<file path="src/rtl/decode_stage_pkg.sv">
// decode_stage_pkg: opcodes, control bus widths and the opcode-to-control table
package decode_stage_pkg;
    localparam int NB_EX = 4;
    localparam int NB_MEM = 3;
    localparam int NB_WB = 2;
    localparam int MEM_READ_BIT = 2;
    localparam logic [5:0] OP_RTYPE = 6'h00, OP_J = 6'h02, OP_JAL = 6'h03, OP_BEQ = 6'h04, OP_BNE = 6'h05;
    localparam logic [5:0] OP_ADDI = 6'h08, OP_SLTI = 6'h0A, OP_ANDI = 6'h0C, OP_ORI = 6'h0D, OP_XORI = 6'h0E;
    localparam logic [5:0] OP_LUI = 6'h0F, OP_LB = 6'h20, OP_LH = 6'h21, OP_LW = 6'h23, OP_LBU = 6'h24;
    localparam logic [5:0] OP_LHU = 6'h25, OP_SB = 6'h28, OP_SH = 6'h29, OP_SW = 6'h2B;
    // ex = {reg_dst, alu_src, alu_op[1:0]}, mem = {mem_read, mem_write, branch}, wb = {reg_write, mem_to_reg}
    typedef struct packed {
        logic [NB_EX-1:0]  ex;
        logic [NB_MEM-1:0] mem;
        logic [NB_WB-1:0]  wb;
    } ctrl_t;
    localparam ctrl_t BUBBLE = '0;
    function automatic ctrl_t ctrl_of(input logic [5:0] op);
        case (op)
            OP_RTYPE:                                return '{4'b1010, 3'b000, 2'b10};
            OP_JAL:                                  return '{4'b0000, 3'b000, 2'b10};
            OP_BEQ, OP_BNE:                          return '{4'b0001, 3'b001, 2'b00};
            OP_ADDI:                                 return '{4'b0100, 3'b000, 2'b10};
            OP_SLTI, OP_ANDI, OP_ORI, OP_XORI, OP_LUI: return '{4'b0111, 3'b000, 2'b10};
            OP_LB, OP_LH, OP_LW, OP_LBU, OP_LHU:     return '{4'b0100, 3'b100, 2'b11};
            OP_SB, OP_SH, OP_SW:                     return '{4'b0100, 3'b010, 2'b00};
            default:                                 return BUBBLE;
        endcase
    endfunction
endpackage

</file>
<file path="src/rtl/decode_stage_if.sv">
// decode_if: IF/ID side, writeback port and ID/EX side of the decode stage
interface decode_if #(parameter int LEN = 32, parameter int NB = 5);
    import decode_stage_pkg::*;
    logic              in_valid;
    logic [LEN-1:0]    in_pc_jump;
    logic [LEN-1:0]    in_instruccion;
    logic              in_flush;
    logic              RegWrite;
    logic [NB-1:0]     write_register;
    logic [LEN-1:0]    write_data;
    logic              out_stall;
    logic              out_valid;
    logic [LEN-1:0]    out_pc_jump;
    logic [LEN-1:0]    out_jump_addr;
    logic              out_jump;
    logic [LEN-1:0]    out_reg1;
    logic [LEN-1:0]    out_reg2;
    logic [LEN-1:0]    out_imm;
    logic [NB-1:0]     out_rs;
    logic [NB-1:0]     out_rt;
    logic [NB-1:0]     out_rd;
    logic [4:0]        out_shamt;
    logic [NB_EX-1:0]  execute_bus;
    logic [NB_MEM-1:0] memory_bus;
    logic [NB_WB-1:0]  writeBack_bus;
    modport master (
        output in_valid, in_pc_jump, in_instruccion, in_flush, RegWrite, write_register, write_data,
        input  out_stall, out_valid, out_pc_jump, out_jump_addr, out_jump, out_reg1, out_reg2, out_imm,
               out_rs, out_rt, out_rd, out_shamt, execute_bus, memory_bus, writeBack_bus
    );
    modport slave (
        input  in_valid, in_pc_jump, in_instruccion, in_flush, RegWrite, write_register, write_data,
        output out_stall, out_valid, out_pc_jump, out_jump_addr, out_jump, out_reg1, out_reg2, out_imm,
               out_rs, out_rt, out_rd, out_shamt, execute_bus, memory_bus, writeBack_bus
    );
endinterface

</file>
<file path="src/rtl/decode_stage_regfile_bypass.sv">
// regfile_bypass: NREGS x LEN register file, 2 read / 1 write, write-first bypass, sync clear
module regfile_bypass #(
    parameter int LEN = 32,
    parameter int NREGS = 32,
    parameter int NB = $clog2(NREGS)
) (
    input  logic           clk,
    input  logic           reset,
    input  logic           we,
    input  logic [NB-1:0]  wa,
    input  logic [LEN-1:0] wd,
    input  logic [NB-1:0]  ra1,
    input  logic [NB-1:0]  ra2,
    output logic [LEN-1:0] rd1,
    output logic [LEN-1:0] rd2
);
    logic [LEN-1:0] regs [NREGS];
    // clear everything on reset, otherwise write any register except r0
    always_ff @(posedge clk) begin
        if (!reset)
            for (int i = 0; i < NREGS; i++) regs[i] <= '0;
        else if (we && wa != '0)
            regs[wa] <= wd;
    end
    assign rd1 = (ra1 == '0) ? '0 : (we && wa == ra1) ? wd : regs[ra1];
    assign rd2 = (ra2 == '0) ? '0 : (we && wa == ra2) ? wd : regs[ra2];
endmodule

</file>
<file path="src/rtl/decode_stage.sv">
// decode_stage: ID stage with regfile, immediate extension, jump target, load-use stall and ID/EX register
module decode_stage import decode_stage_pkg::*; #(
    parameter int LEN = 32,
    parameter int NREGS = 32,
    parameter int NB = $clog2(NREGS)
) (
    input logic clk,
    input logic reset,
    decode_if.slave d
);
    logic [5:0]     op;
    logic [NB-1:0]  rs, rt, rd;
    logic [LEN-1:0] rd1, rd2, imm;
    logic           bubble;
    ctrl_t          ctrl;
    assign op = d.in_instruccion[31:26];
    assign rs = NB'(d.in_instruccion[25:21]);
    assign rt = NB'(d.in_instruccion[20:16]);
    assign rd = NB'(d.in_instruccion[15:11]);
    assign ctrl = ctrl_of(op);
    assign imm = (op inside {OP_ANDI, OP_ORI, OP_XORI}) ? LEN'(d.in_instruccion[15:0]) :
                 (op == OP_LUI) ? LEN'({d.in_instruccion[15:0], 16'h0000}) :
                 {{(LEN-16){d.in_instruccion[15]}}, d.in_instruccion[15:0]};
    assign d.out_stall = d.out_valid && d.memory_bus[MEM_READ_BIT] && d.out_rt != '0 &&
                         (d.out_rt == rs || d.out_rt == rt) && d.in_valid && !d.in_flush;
    assign bubble = d.out_stall || d.in_flush || !d.in_valid;

    regfile_bypass #(.LEN(LEN), .NREGS(NREGS), .NB(NB)) u_rf (
        .clk(clk), .reset(reset), .we(d.RegWrite), .wa(d.write_register), .wd(d.write_data),
        .ra1(rs), .ra2(rt), .rd1(rd1), .rd2(rd2)
    );

    // ID/EX register: zeroed on reset or bubble, otherwise loads the decoded instruction
    always_ff @(posedge clk) begin
        if (!reset || bubble) begin
            d.out_valid     <= 1'b0;
            d.out_pc_jump   <= '0;
            d.out_jump_addr <= '0;
            d.out_jump      <= 1'b0;
            d.out_reg1      <= '0;
            d.out_reg2      <= '0;
            d.out_imm       <= '0;
            d.out_rs        <= '0;
            d.out_rt        <= '0;
            d.out_rd        <= '0;
            d.out_shamt     <= '0;
            d.execute_bus   <= BUBBLE.ex;
            d.memory_bus    <= BUBBLE.mem;
            d.writeBack_bus <= BUBBLE.wb;
        end else begin
            d.out_valid     <= 1'b1;
            d.out_pc_jump   <= d.in_pc_jump;
            d.out_jump_addr <= {d.in_pc_jump[LEN-1:28], d.in_instruccion[25:0], 2'b00};
            d.out_jump      <= op == OP_J || op == OP_JAL;
            d.out_reg1      <= rd1;
            d.out_reg2      <= rd2;
            d.out_imm       <= imm;
            d.out_rs        <= rs;
            d.out_rt        <= rt;
            d.out_rd        <= rd;
            d.out_shamt     <= d.in_instruccion[10:6];
            d.execute_bus   <= ctrl.ex;
            d.memory_bus    <= ctrl.mem;
            d.writeBack_bus <= ctrl.wb;
        end
    end
endmodule

</file>
<file path="src/flat_wrapper.sv">
// flat-port wrapper written by rule: the top's interface ports become plain ports
module decode_stage_flat import decode_stage_pkg::*;
#(
    parameter int LEN = 32,
    parameter int NREGS = 32,
    parameter int NB = $clog2(NREGS)
)
  (clk, reset, d_in_valid, d_in_pc_jump, d_in_instruccion, d_in_flush, d_RegWrite, d_write_register, d_write_data, d_out_stall, d_out_valid, d_out_pc_jump, d_out_jump_addr, d_out_jump, d_out_reg1, d_out_reg2, d_out_imm, d_out_rs, d_out_rt, d_out_rd, d_out_shamt, d_execute_bus, d_memory_bus, d_writeBack_bus);
  decode_if #(.LEN(LEN), .NB(NB)) d_i ();
  input logic clk;
  input logic reset;
  input wire logic [$bits(d_i.in_valid)-1:0] d_in_valid;
  input wire logic [$bits(d_i.in_pc_jump)-1:0] d_in_pc_jump;
  input wire logic [$bits(d_i.in_instruccion)-1:0] d_in_instruccion;
  input wire logic [$bits(d_i.in_flush)-1:0] d_in_flush;
  input wire logic [$bits(d_i.RegWrite)-1:0] d_RegWrite;
  input wire logic [$bits(d_i.write_register)-1:0] d_write_register;
  input wire logic [$bits(d_i.write_data)-1:0] d_write_data;
  output wire logic [$bits(d_i.out_stall)-1:0] d_out_stall;
  output wire logic [$bits(d_i.out_valid)-1:0] d_out_valid;
  output wire logic [$bits(d_i.out_pc_jump)-1:0] d_out_pc_jump;
  output wire logic [$bits(d_i.out_jump_addr)-1:0] d_out_jump_addr;
  output wire logic [$bits(d_i.out_jump)-1:0] d_out_jump;
  output wire logic [$bits(d_i.out_reg1)-1:0] d_out_reg1;
  output wire logic [$bits(d_i.out_reg2)-1:0] d_out_reg2;
  output wire logic [$bits(d_i.out_imm)-1:0] d_out_imm;
  output wire logic [$bits(d_i.out_rs)-1:0] d_out_rs;
  output wire logic [$bits(d_i.out_rt)-1:0] d_out_rt;
  output wire logic [$bits(d_i.out_rd)-1:0] d_out_rd;
  output wire logic [$bits(d_i.out_shamt)-1:0] d_out_shamt;
  output wire logic [$bits(d_i.execute_bus)-1:0] d_execute_bus;
  output wire logic [$bits(d_i.memory_bus)-1:0] d_memory_bus;
  output wire logic [$bits(d_i.writeBack_bus)-1:0] d_writeBack_bus;
  assign d_i.in_valid = d_in_valid;
  assign d_i.in_pc_jump = d_in_pc_jump;
  assign d_i.in_instruccion = d_in_instruccion;
  assign d_i.in_flush = d_in_flush;
  assign d_i.RegWrite = d_RegWrite;
  assign d_i.write_register = d_write_register;
  assign d_i.write_data = d_write_data;
  assign d_out_stall = d_i.out_stall;
  assign d_out_valid = d_i.out_valid;
  assign d_out_pc_jump = d_i.out_pc_jump;
  assign d_out_jump_addr = d_i.out_jump_addr;
  assign d_out_jump = d_i.out_jump;
  assign d_out_reg1 = d_i.out_reg1;
  assign d_out_reg2 = d_i.out_reg2;
  assign d_out_imm = d_i.out_imm;
  assign d_out_rs = d_i.out_rs;
  assign d_out_rt = d_i.out_rt;
  assign d_out_rd = d_i.out_rd;
  assign d_out_shamt = d_i.out_shamt;
  assign d_execute_bus = d_i.execute_bus;
  assign d_memory_bus = d_i.memory_bus;
  assign d_writeBack_bus = d_i.writeBack_bus;
  decode_stage #(.LEN(LEN), .NREGS(NREGS), .NB(NB)) u_core (.clk(clk), .reset(reset), .d(d_i));
endmodule
</file>
<file path="config.mk">
export PLATFORM = sky130hd
export DESIGN_NAME = decode_stage_flat
export DESIGN_NICKNAME = d
export VERILOG_FILES = /design/src/rtl/decode_stage_pkg.sv /design/src/rtl/decode_stage_if.sv /design/src/rtl/decode_stage_regfile_bypass.sv /design/src/rtl/decode_stage.sv /design/src/flat_wrapper.sv
export SDC_FILE = /design/constraint.sdc
export NUM_CORES = 2
export LEC_CHECK = 0
export ABC_AREA = 1
export CORE_UTILIZATION = 35
export CTS_CLUSTER_SIZE = 12
export DETAILED_ROUTE_END_ITERATION = 7
export SYNTH_ARGS = -nofsm -noshare
export SYNTH_HDL_FRONTEND = slang
export SYNTH_SLANG_ARGS = --single-unit
</file>
<file path="constraint.sdc">
create_clock -name clk -period 6.3 [get_ports clk]
set_input_delay 1.26 -clock clk [delete_from_list [all_inputs] [get_ports clk]]
set_output_delay 1.26 -clock clk [all_outputs]
set_load 0.02 [all_outputs]
</file>
# Word level (Yosys, flattened, before mapping)
# Memories as Yosys holds them, arrays and structs flattened. A register that Yosys moved wholly into a read port is not among the register bits.
# Index checks and enable logic that the tools add are counted.
# totals
rom_bits,576
output_inout_bits,192
ram_bits,1024
word_cells,54
memories,2
register_bits,118
# mem_list
name,words,word_bits,rd,rd_clocked_by_memory_dff,wr,line,text
u_core.u_rf.regs,32,32,2,2,32,decode_stage_regfile_bypass.sv:17,logic [LEN-1:0] regs [NREGS];
(no name shown),64,9,1,1,0,decode_stage_pkg.sv:19,case (op)
# classes
mux,10
eq_ne,8
n_reduce_logical,23
# ops
cell,count
$mux W32,1
$reduce_or A32 Y1,1
$mux W31,1
$eq A6 B4 Y1 const B,4
$mux W16,1
$eq A6 B2 Y1 const B,2
$eq A5 B5 Y1,2
$logic_not A5 Y1,2
$reduce_bool A5 Y1,2
$logic_and A1 B1 Y1,6
$mux W1,6
$reduce_or A2 Y1,3
$logic_or A1 B1 Y1,5
$mux W5,1
$logic_not A1 Y1,3
$reduce_bool A3 Y1,1

# Logic depth before layout (Yosys ltp)
# depth
ltp_word,9
mapped_depth,12
depth_no_buf,9

# Cells and area by module
# From an unflattened synthesis, not the netlist that was laid out.
# unflattened
hier_cells,8054
area_unflattened_um2,63339.5
# modules_own_cells
mod,area_per_inst_um2,seq_area_each_um2,cells_per_inst,instances
regfile_bypass,57978.1,30749.5,7425,1
decode_stage,5361.4,3283.1,629,1

# Worst setup path before layout
# Ideal clock, no wire load.
# synth_timing
kind,input to output
startpoint,input port d_in_instruccion[18]
endpoint,output port d_out_stall
stages,11
n_path_buf,3
slack_ns,2.505
arrival_time_ns,2.535
path_cell_list,buf_2 inv_2 nand2_1 nand2_1 nor2_1 nand3_1 nand2_1 nand2_1 buf_2 buf_2 nor2_1
# synth_between
elab_chain_len,5
# synth_lines
element,line,text
from (decl),flat_wrapper.sv:14,input wire logic [$bits(d_i.in_instruccion)-1:0] d_in_instruccion;
$eq A5 B5 Y1,decode_stage.sv:25,(d.out_rt == rs || d.out_rt == rt) && d.in_valid && !d.in_flush;
$logic_or A1 B1 Y1,decode_stage.sv:25,
$logic_and A1 B1 Y1,decode_stage.sv:24,assign d.out_stall = d.out_valid && d.memory_bus[MEM_READ_BIT] && d.out_rt != '0 &&
$logic_and A1 B1 Y1 (2 in a row),decode_stage.sv:25,
to (decl),flat_wrapper.sv:19,output wire logic [$bits(d_i.out_stall)-1:0] d_out_stall;
# Every way passes these cells.

# Final worst setup path
# layout_timing
startpoint,input port d_in_instruccion[21]
endpoint,output port d_out_stall
# The elaborated chain is that of the path after synthesis.

==> flow_summary_export.csv <==
group,metric,value,unit
floorplanning,num_rows,157,
cells_and_area,drive_above_1_share,0.0573,
detailed_routing,dr_total_vias,60600,
floorplanning,die_area,186000,um^2
clocking,clockBufferDepth,3,
critical_path,crit_start,"d_in_instruccion[21]",
floorplanning,initial_core_util,0.353,
outcome,status,"complete, no violations",
timing,clock_skew,0.0520,ns
critical_path,reg2reg_from,"u_core.d.out_jump_addr[19]$_SDFF_PP0_",
detailed_routing,first_pass_iters,7,
critical_path,cp.required,5.04,ns
logic_synthesis,syn_inst,8452,
min_path,hold_path.class,"register to register",
cells_and_area,final_cell_mix,"2350 x nand2_1, 1501 x nor2_1, 1303 x nand3_1",
critical_path,r2r_slack,3.53,ns
clocking,cts_tree,"done",
pwr,ir_drop,0.329,mV
global_route,grt_antenna_before_repair,15,
timing,maxSlewViolCount,0,
clocking,cts.clk_slew.worst_paths,0.06,ns
logic_synthesis,ys_ff_latch,1188,
critical_path,slowest_stage,"nor2_1",
min_path,holdCritStartpoint,"u_core.u_rf.regs[2][23]$_SDFFCE_PN0P_",
placement,placed_area,69400,um^2
global_route,grt_pass1_vias,56500,
placement,place.gp.congestion,0.922,
clocking,ctsHoldBuffers,0,
logic_synthesis,synth_warnings,0,
cells_and_area,layout.nets,8523,
clocking,cts_buffers,138,
cells_and_area,multi_input_area,24500,um^2
cells_and_area,num-fill-cells,18300,
clocking,clock_sinks,1188,
floorplanning,die_h,432,um
placement,dp_hpwl,156,mm
pwr,p_leak,32.0,nW
critical_path,crit_path_max_incr_delay,0.66,ns
cells_and_area,area_growth,14.2,%
detailed_routing,wirelength,263,mm
global_route,grt_max_degree,179,
global_route,grt.overflow.total,0,
detailed_routing,first_iter_violations,8911,
timing,tightestPinTransition,1.34,ns
placement,place.port_buffers,295,
pwr,powerDensity,267,nW/um^2
critical_path,path_cells,"buf_8 > inv_8 > nand2_1 > nand2_1 > nor2_1 > nand3_1 > nand2_1 > nand2_2 > nor2_1 > buf_4",
job,maxCapViolations,0,
global_route,grt_first_pass_wirelength,377,mm
detailed_routing,final_antenna_net_count,0,
timing,whs,0.817,ns
clocking,clock_latency,0.82,ns
logic_synthesis,ys_seq_area_frac,0.527,
logic_synthesis,synthTopCellsByArea,"edfxtp_1 48%, nand2_1 14%, nand3_1 10%",
critical_path,worstPathArrival,3.83,ns
critical_path,cp-end-kind,"output port",
critical_path,critical_path_peak_fanout,66,
floorplanning,die_x,432,um
floorplanning,io_pins,298,
timing,finalSetupTns,0,ns
timing,setup_viol,0,
cells_and_area,register_area,34000,um^2
timing,period_needed,5.09,ns
pwr,p_total,19.7,mW
critical_path,worst_path_dominant_cell_family,"simple AND/OR/NAND/NOR gates",
cells_and_area,layout_commonest_cell,"nand2_1",
cells_and_area,design_area,73800,um^2
clocking,htree_levels,4,
detailed_routing,wl_per_cell,23.9,um
logic_synthesis,ys_types,31,
logic_synthesis,syn_avg_cell_area,7.65,um^2
floorplanning,coreArea,183000,um^2
critical_path,worst-path-buf-inv,3,
logic_synthesis,synth_area,64600,um^2
timing,slew_headroom,0.108,
timing,fmax,197,MHz
clocking,post_cts_resized,0,
detailed_routing,drcViolationCount,0,
critical_path,criticalPathCategory,"input pin to output port",
critical_path,crit_top_cell,"nand2_1",
clocking,root_buffer,"clkbuf_16",
timing,hold_viol,0,
timing,grt_setup_unrepaired,"false",
global_route,grtUsageTotal,0.275,
logic_synthesis,synth_top_area_share,0.476,
timing,timing.final.crit_share,0.808,
critical_path,critPathLaunchType,"input pin",
detailed_routing,via_per_inst,5.51,
clocking,post_cts_buffers,0,
logic_synthesis,yosysTopAreaCell,"edfxtp_1",
==> layout make-up <==
cell class                      instances  share of cell area
Tap cell                             2464              0.0418
Inverter                              859              0.0442
Antenna cell                            5            0.000170
Multi-Input combinational cell       5738               0.331
Clock inverter                         46             0.00517
Sequential cell                      1188               0.461
Clock buffer                          201              0.0542
Timing Repair Buffer                  488              0.0618
==> synthesized netlist by cell type <==
library cell,n
nand2_1,2407
buf_1,73
inv_1,849
nand2_2,1
inv_4,1
buf_6,2
nor2_4,2
buf_4,47
inv_2,7
nor2_1,1501
or3_1,1
o211ai_1,118
nor2_2,2
buf_2,290
a21boi_2,1
xnor2_1,6
nand4_1,82
clkinv_1,2
a41oi_1,1
conb_1,1
ha_1,4
nor3_2,2
dfxtp_1,164
edfxtp_1,1024
a21oi_1,130
or2_2,17
o2111ai_1,1
o21ai_0,99
nor3_1,26
nand3_1,1303
clkbuf_1,288
==> cell families after synthesis <==
kind of cell	after synthesis	synth area share
simple gates	5344	0.341
buf+inv	1559	0.0992
flops	1188	0.527
compound gates	350	0.0319
xor+xnor	6	0.000813
fa+ha+maj	4	0.000775
other cells	1	0.0000580
==> metrics by stage <==
step           worst slack, ns  std cells   util
2_1_floorplan             2.51       8485      -
3_3_place_gp              1.31      10700  0.378
3_5_place_dp              1.36      10700  0.378
4_1_cts                   1.35      11000  0.402
5_1_grt                   1.19      11000  0.403
6_report                  1.21      11000  0.403
==> path summary, 6_finish.rpt <==
check,cells after the start,end
worst min register to register,6,u_core.d.out_reg2[23]$_SDFF_PP0_
worst max register to register,10,u_core.d.out_reg2[26]$_SDFF_PP0_
worst min-delay path,6,u_core.d.out_reg2[23]$_SDFF_PP0_
worst max-delay path,10,d_out_stall
==> routing by layer <==
metal / up-vias / global-route usage / routed length, um
li1: 26900 / - / -
met1: 28400 / 0.343 / 95700
met2: 4270 / 0.431 / 116000
met3: 935 / 0.0637 / 32400
met4: 12 / 0.172 / 18700
met5: - / 0 / 74
==> worst register-to-register path: cells and delay by family (launching register included) <==
kind	cells	cell delay (ns)
AOI/OAI and AO/OA	1	0.44
buffers and inverters	2	0.76
DFF	1	0.41
and+or+nand+nor	7	1.00
==> state kept, by name, summed over array words and instances, names as in the netlist, 3 cells and up <==
register	flops
u_core.u_rf.regs	1024
u_core.d.execute_bus	4
u_core.d.out_imm	32
u_core.d.out_reg2	32
u_core.d.memory_bus	3
u_core.d.out_jump_addr	29
u_core.d.out_pc_jump	29
u_core.d.out_reg1	32
==> power breakdown <==
part	internal (mW)	leakage (nW)	switching, mW
combinational	0.694	18.7	1.91
clock	4.60	2.15	3.37
sequential	8.94	11.1	0.202
total	14.2	32.0	5.48
No activity file was read; power rests on OpenSTA's default activity.
